$ cat config.mk
export PLATFORM = sky130hd
export DESIGN_NAME = port_uart_tx
export DESIGN_NICKNAME = d
export VERILOG_FILES = /design/src/rtl/port_uart_tx.sv
export SDC_FILE = /design/constraint.sdc
export NUM_CORES = 1
export LEC_CHECK = 0
export ABC_CLOCK_PERIOD_IN_PS = 7990
export CORE_AREA = 2 2 98 100
export DETAILED_ROUTE_END_ITERATION = 6
export DIE_AREA = 0 0 100 102
export DONT_BUFFER_PORTS = 1
export GPL_ROUTABILITY_DRIVEN = 0
export GPL_TIMING_DRIVEN = 0
export PLACE_DENSITY = 0.61
export SYNTH_ARGS = -nofsm -noshare
export SYNTH_HDL_FRONTEND = slang
export SYNTH_SLANG_ARGS = --single-unit
$ cat constraint.sdc
create_clock -name clock -period 7.99 [get_ports clock]
set_clock_uncertainty 0.2 [all_clocks]
set_input_delay 1.598 -clock clock [delete_from_list [all_inputs] [get_ports clock]]
set_output_delay 1.598 -clock clock [all_outputs]
set_load 0.005 [all_outputs]
$ cat src/rtl/port_uart_tx.sv
// UART transmitter behind a CPU port pair: toggle-handshake command word in, status word out.
// Define PORT_UART_TX_PARITY_EN to insert an even-parity bit after the eighth data bit.
module port_uart_tx #(
    parameter int CLOCKS_PER_BIT = 434,
    parameter int FIFO_DEPTH     = 8
) (
    input  logic        clock,
    input  logic        reset,
    input  logic [31:0] commandWord,
    output logic [31:0] statusWord,
    output logic        txd
);
    localparam int PTR_W  = $clog2(FIFO_DEPTH);
    localparam int CNT_W  = PTR_W + 1;
    localparam int BAUD_W = $clog2(CLOCKS_PER_BIT);

    typedef enum logic [2:0] {
        S_IDLE,
        S_START,
        S_DATA,
`ifdef PORT_UART_TX_PARITY_EN
        S_PARITY,
`endif
        S_STOP
    } state_t;

    state_t             state, state_next;
    logic [BAUD_W-1:0]  baud_cnt, baud_next;
    logic [2:0]         bit_cnt, bit_next;
    logic [7:0]         shift_reg, shift_next;
    logic               txd_next;
`ifdef PORT_UART_TX_PARITY_EN
    logic               parity, parity_next;
`endif

    logic [7:0]         fifo_mem [FIFO_DEPTH];
    logic [PTR_W-1:0]   wr_ptr, rd_ptr;
    logic [CNT_W-1:0]   count;
    logic [7:0]         head;

    logic               prev_toggle;
    logic               ack_toggle;
    logic               overflow;
    logic               send, full, pop, push, drop, busy, baud_done;

    logic               unused_cmd;
    assign unused_cmd = ^commandWord[30:9];

    // A push into a full FIFO is still legal when the FSM frees a slot on the same edge.
    assign send      = commandWord[8] ^ prev_toggle;
    assign full      = (count == CNT_W'(FIFO_DEPTH));
    assign pop       = (state == S_IDLE) && (count != '0);
    assign push      = send && (!full || pop);
    assign drop      = send && full && !pop;
    assign head      = fifo_mem[rd_ptr];
    assign busy      = (state != S_IDLE) || (count != '0);
    assign baud_done = (baud_cnt == BAUD_W'(CLOCKS_PER_BIT - 1));

    // NOTE: every variable gets a default at the top so no path leaves it unassigned (no latches).
    always_comb begin
        state_next  = state;
        baud_next   = baud_cnt + BAUD_W'(1);
        bit_next    = bit_cnt;
        shift_next  = shift_reg;
`ifdef PORT_UART_TX_PARITY_EN
        parity_next = parity;
`endif
        case (state)
            S_IDLE: begin
                baud_next = '0;
                if (pop) begin
                    state_next = S_START;
                    shift_next = head;
                    bit_next   = '0;
`ifdef PORT_UART_TX_PARITY_EN
                    parity_next = ^head;
`endif
                end
            end
            S_START: begin
                if (baud_done) begin
                    state_next = S_DATA;
                    baud_next  = '0;
                end
            end
            S_DATA: begin
                if (baud_done) begin
                    baud_next = '0;
                    if (bit_cnt == 3'd7) begin
`ifdef PORT_UART_TX_PARITY_EN
                        state_next = S_PARITY;
`else
                        state_next = S_STOP;
`endif
                    end else begin
                        shift_next = {1'b0, shift_reg[7:1]};
                        bit_next   = bit_cnt + 3'd1;
                    end
                end
            end
`ifdef PORT_UART_TX_PARITY_EN
            S_PARITY: begin
                if (baud_done) begin
                    state_next = S_STOP;
                    baud_next  = '0;
                end
            end
`endif
            S_STOP: begin
                if (baud_done) begin
                    state_next = S_IDLE;
                    baud_next  = '0;
                end
            end
            default: begin
                state_next = S_IDLE;
                baud_next  = '0;
            end
        endcase

        // txd is decoded from the next state so the line itself comes straight from a flop.
        case (state_next)
            S_START:  txd_next = 1'b0;
            S_DATA:   txd_next = shift_next[0];
`ifdef PORT_UART_TX_PARITY_EN
            S_PARITY: txd_next = parity_next;
`endif
            default:  txd_next = 1'b1;
        endcase
    end

    // NOTE: state registers use non-blocking assignments so every flop samples pre-edge values.
    always_ff @(posedge clock or posedge reset) begin
        if (reset) begin
            state       <= S_IDLE;
            baud_cnt    <= '0;
            bit_cnt     <= '0;
            shift_reg   <= '0;
            txd         <= 1'b1;
`ifdef PORT_UART_TX_PARITY_EN
            parity      <= 1'b0;
`endif
            wr_ptr      <= '0;
            rd_ptr      <= '0;
            count       <= '0;
            prev_toggle <= 1'b0;
            ack_toggle  <= 1'b0;
            overflow    <= 1'b0;
        end else begin
            state       <= state_next;
            baud_cnt    <= baud_next;
            bit_cnt     <= bit_next;
            shift_reg   <= shift_next;
            txd         <= txd_next;
`ifdef PORT_UART_TX_PARITY_EN
            parity      <= parity_next;
`endif
            prev_toggle <= commandWord[8];
            if (push) begin
                wr_ptr     <= wr_ptr + PTR_W'(1);
                ack_toggle <= ~ack_toggle;
            end
            if (pop) begin
                rd_ptr <= rd_ptr + PTR_W'(1);
            end
            if (push && !pop) begin
                count <= count + CNT_W'(1);
            end else if (pop && !push) begin
                count <= count - CNT_W'(1);
            end
            if (drop) begin
                overflow <= 1'b1;
            end else if (commandWord[31]) begin
                overflow <= 1'b0;
            end
        end
    end

    // NOTE: the FIFO storage has no reset; count and pointers alone decide which entries are valid.
    always_ff @(posedge clock) begin
        if (push) begin
            fifo_mem[wr_ptr] <= commandWord[7:0];
        end
    end

    assign statusWord = {16'h0000, 8'(count), 4'h0, overflow, ack_toggle, full, busy};

endmodule

-- After elaboration in Yosys (flattened, before gate mapping)
Memory sizes are Yosys's and may differ from the RTL's.
Cells that the tools add are included.
- RAM bits: 64
- bits of input ports: 34
- logic and storage cells: 74
- memories kept: 1
- output and inout port bits: 33
- register bits: 37
- memories (memory ; words ; width ; read ports ; clocked after memory_dff ; wr ports ; line ; source):
    fifo_mem ; 8 ; 8 ; 1 ; 0 ; 1 ; 36 ; logic [7:0] fifo_mem [FIFO_DEPTH];
- bitwise logic cells: 2
- equality and inequality tests: 11
- $add $sub $neg: 6
- reductions and logical operators: 19
- multiplexer cells: 23
- operator list (kind ; number):
    two-way mux 3 bit ; 8
    two-way mux 8 bit ; 3
    two-way mux 9 bit ; 2
    case mux 8 bit (2 select lines) ; 1
    case mux 3 bit (4 select lines) ; 1
    adder 3 x 1 -> 3 bit, second input constant ; 3
    adder 9 x 1 -> 9 bit, second input constant ; 1
    equality test 3 x 2 -> 1 bit, second input constant ; 3
    equality test 9 bit, second input constant ; 1
    two-way mux 4 bit ; 2
    equality test 3 x 1 -> 1 bit, second input constant ; 2
    logical AND 1 bit ; 6
    != test 2 bit, second input constant ; 3
    case mux 3 bit (2 select lines) ; 1
    nonzero test 2 bit ; 3
    adder 4 x 1 -> 4 bit, second input constant ; 1
    equality test 4 bit, second input constant ; 1
    two-way mux 1 bit ; 4
    AND reduction 4 bit ; 1
    nonzero test 4 bit ; 1
    subtractor 4 x 1 -> 4 bit, second input constant ; 1
    equality test 3 bit, second input constant ; 1
    zero test 1 bit ; 3
    zero test 3 bit ; 1
    6 further kinds ; 7

-- Depth between registers and ports, before layout
- word-level depth: 8
- gate-level depth with buffers: 11
- depth with buffers taken out: 9

-- Worst setup path after synthesis
Ideal clock, no wire load.
- kind: input to register
- start: input commandWord[8]
- end: register count[3]
- required time: 7710 ps
- setup slack: 4518 ps
- cell stages on the path: 9
- buffers on the path: 0
- data arrival time: 3192 ps
- setup time: 80 ps
- path through: xnor2_1 > a21oi_4 > ha_1 > inv_1 > ha_1 > a21o_1 > a21oi_1 > mux2i_1 > xnor2_1
- cells in the longest elaborated chain, start to end: 5
- elaborated cells on any way between the ends: 7
- those cells by class: mux (1); bitwise (1); reduce/logical (5)
- RTL lines (element ; line ; source):
    start, declared ; 9 ; input logic [31:0] commandWord,
    bitwise XOR 1 bit * ; 50 ; assign send = commandWord[8] ^ prev_toggle;
    logical AND 1 bit * ; 53 ; assign push = send && (!full || pop);
    named net push ; 44 ; logic send, full, pop, push, drop, busy, baud_done;
    zero test 1 bit ; 168 ; end else if (pop && !push) begin
    logical AND 1 bit ; 168 ;
    nonzero test 2 bit (no source line) ; - ;
    end signal, assigned ; 167 ; count <= count + CNT_W'(1);
    end signal, assigned ; 169 ; count <= count - CNT_W'(1);
    end, declared ; 38 ; logic [CNT_W-1:0] count;
The timed path passes the listed nets; every way through them passes the cells marked *.
A chain may end at the register's enable or synchronous reset.

-- Worst setup path after layout
- start: register count[1]
- end: output statusWord[0]
- cells in the longest elaborated chain, start to end: 2
- RTL lines (element ; line ; source):
    nonzero test 4 bit ; 56 ; assign busy = (state != S_IDLE) || (count != '0);
    logical OR 1 bit ; 56 ;
    end, declared ; 10 ; output logic [31:0] statusWord,
No other way between the ends.

==> reports/qor.txt <==
status: complete, no violations
H-tree Lvls: 3
Final #Nets: 376
Arrival @ worst endpoint: 1.91 ns
Root Buffer: clkbuf_8
setup TNS: 0 ns
synthesized area per cell: 15.1 um^2
Bufs on Longest Clock Path: 2
share of cells above drive strength 1: 26.7%
R2R Setup Slk: 4.86 ns
IO Pins: 67
EDFF count, synth: 64
Cell Chain, Critical Path: or4_4 > or2_2 > buf_4
1st-iter DRT viols: 91
die width: 100 um
Async SR Flop Fraction: 36.6%
CTS Sinks: 101
Hold Crit Start: ack_toggle
n_diodes: 0
Hold Buf Count CTS: 0
Synth area leader: edfxtp_1
global-route wire length before repair: 12.0 mm
most frequent cells in the layout: edfxtp_1 (64), dfrtp_1 (36), buf_4 (31)
placed instance area: 4720 um^2
WP data required: 6.19 ns
CTS Buf Count: 9
Yosys top cell area share: 42.9%
sequential fraction of the synthesis area: 63.6%
Hold Path Sink: ack_toggle
total power draw: 1.51 mW
Slew Viols, Final: 0
worst setup path category: register to primary output
Main synth FF type: edfxtp_1
CTS tree: yes
CTS-repair resized insts: 0
Routed Antenna Nets: 0
startpoint types: register
fin util: 54.1%
RSZ-0062 raised after global routing: false
starting density of the core: 49.1%
#FFs+latches synth: 101
FP Rows: 35
commonest non-fill, non-tap cell in the layout: edfxtp_1
Tcrit/Tclk final: 46.4%
GRT overflow: 0
Final Hold Violating Endpoints: 0
initial antenna violation count: 0
Worst-path clk slew: 0.11 ns
CP Max Fanout: 6
worst r2r path cells: 10
FMAX: 0.270 GHz
reg2reg end: count[3]
P&R area growth vs syn: 9.98%
crit-path max cell delay: 0.62 ns
DR pass1 iterations: 4
worst IR drop on VDD: 0.000138 V
CP max stage cell: or4_4
CP delay by family, top: simple AND/OR/NAND/NOR gates
Max transition margin: 41.3%
final routed DRC violation total: 0
WL final: 7.38 mm
hold depth: 1
PortBufs: 0
post-route cell area: 4920 um^2
crit path time final: 3.71 ns
Yosys Warn Count: 0
GRT Overall Usage: 16.0%
core box area: 9110 um^2
Worst Hold Class: register to register
Leak: 1.90 nW
Via-to-Cell Ratio: 5.08
vias: 2,274
main area contributors after synthesis: edfxtp_1 (43%), dfrtp_1 (20%), mux4_2 (8.0%)
Clock Latency Late Sink: 0.37 ns
area of the mapped netlist: 4480 um^2
die area: 10,200 um^2
die height: 102 um
worst reg2reg path startpoint: count[1]
Mapped Cells: 297
P per Cell Area: 306 nW/um^2
WL/cell: 16.5 um
max_cap viols: 0
endpoints failing setup: 0
CP endpoint kind: primary output
vias in the first global route: 2,305
Filler cells: 793
largest net degree at the start of global routing: 38
Worst Path Buf+Inv: 1
actual slew at the worst max-slew pin: 0.876 ns
max reg flops: 64
Netlist cell types: 46
Detail Placement HPWL: 4.90 mm
postcts setup bufs: 0
[cell usage after synthesis (all sizes together), types with 3 or more instances]
cell type,n
xnor2,13
dfrtp,36
mux2i,9
o22ai,3
nand2,16
nor3b,4
nand3,6
ha,9
o21ai,9
nor2,20
edfxtp,64
mux4,16
xor2,4
nor3,4
a21oi,4
a22oi,6
inv,7
buf,40
mux2,3
[worst max-delay path by stage]
stage                   start             end  slack [ns]  cells after the start
3_3_place_gp   commandWord[8]  fifo_mem[0][5]        4.02                      4
4_1_cts              count[0]   statusWord[0]        4.25                      3
6_report             count[1]   statusWord[0]        4.28                      3
5_1_grt              count[0]   statusWord[0]        4.21                      3
3_5_place_dp   commandWord[8]        count[3]        4.33                      9
2_1_floorplan  commandWord[8]        count[3]        4.52                      9
[worst reg2reg max path: stages (launching register included)]
cell and delay (ns):
dfrtp_1 0.50, or4_4 0.62, nand2_1 0.16, buf_2 0.25, ha_1 0.20, inv_1 0.09, ha_1 0.29, a21o_1 0.18
a21oi_1 0.19, mux2i_1 0.24, xnor2_1 0.13
[routing by layer]
| layer | global-route usage [%] | up-vias | share of wire, % |
|---|---|---|---|
| met2 | 26.3 | 28 | 51 |
| met3 | 3.69 | 5 | 2.4 |
| li1 | - | 1116 | - |
| met4 | 6.01 | 0 | 0.85 |
| met5 | 0 | - | 0 |
| met1 | 21.0 | 1125 | 46 |
[cells by family (layout without fill, tap and decap cells)]
| group | count (synthesis) | in the layout | synth area share [%] |
|---|---|---|---|
| flops | 101 | 101 | 63.6 |
| simple gates | 65 | 65 | 8.27 |
| xor+xnor | 17 | 17 | 3.33 |
| other cells | 1 | 25 | 0.0838 |
| fa+ha+maj | 10 | 10 | 2.96 |
| buf+inv | 47 | 63 | 6.76 |
| mux | 28 | 28 | 10.8 |
| compound gates | 28 | 28 | 4.14 |
[power by group]
group          internal, mW  total [mW]  switching (mW)
Clock                 0.126       0.323           0.197
Sequential            0.665       0.734          0.0685
Combinational         0.222       0.452           0.230
Total                  1.01        1.51           0.495
[per-stage QoR]
stage          std cells  hold WS [ns]  setup slack (ns)
6_report             448         0.286              4.28
5_1_grt              448         0.319              4.21
4_1_cts              448         0.290              4.25
3_5_place_dp         432         0.270              4.33
3_3_place_gp         432         0.256              4.02
2_1_floorplan        321         0.243              4.52
[cell type report]
class	instances	area [um^2]	area share, %
clock inverters	7	83.8	1.70
flip-flops and latches	101	2850	57.9
multi-input cells	173	1430	28.9
inverters	7	26.3	0.534
plain buffers	40	277	5.62
clock buffers	9	124	2.52
well taps	111	139	2.82
Note: power is estimated with default switching activity, not from simulation.
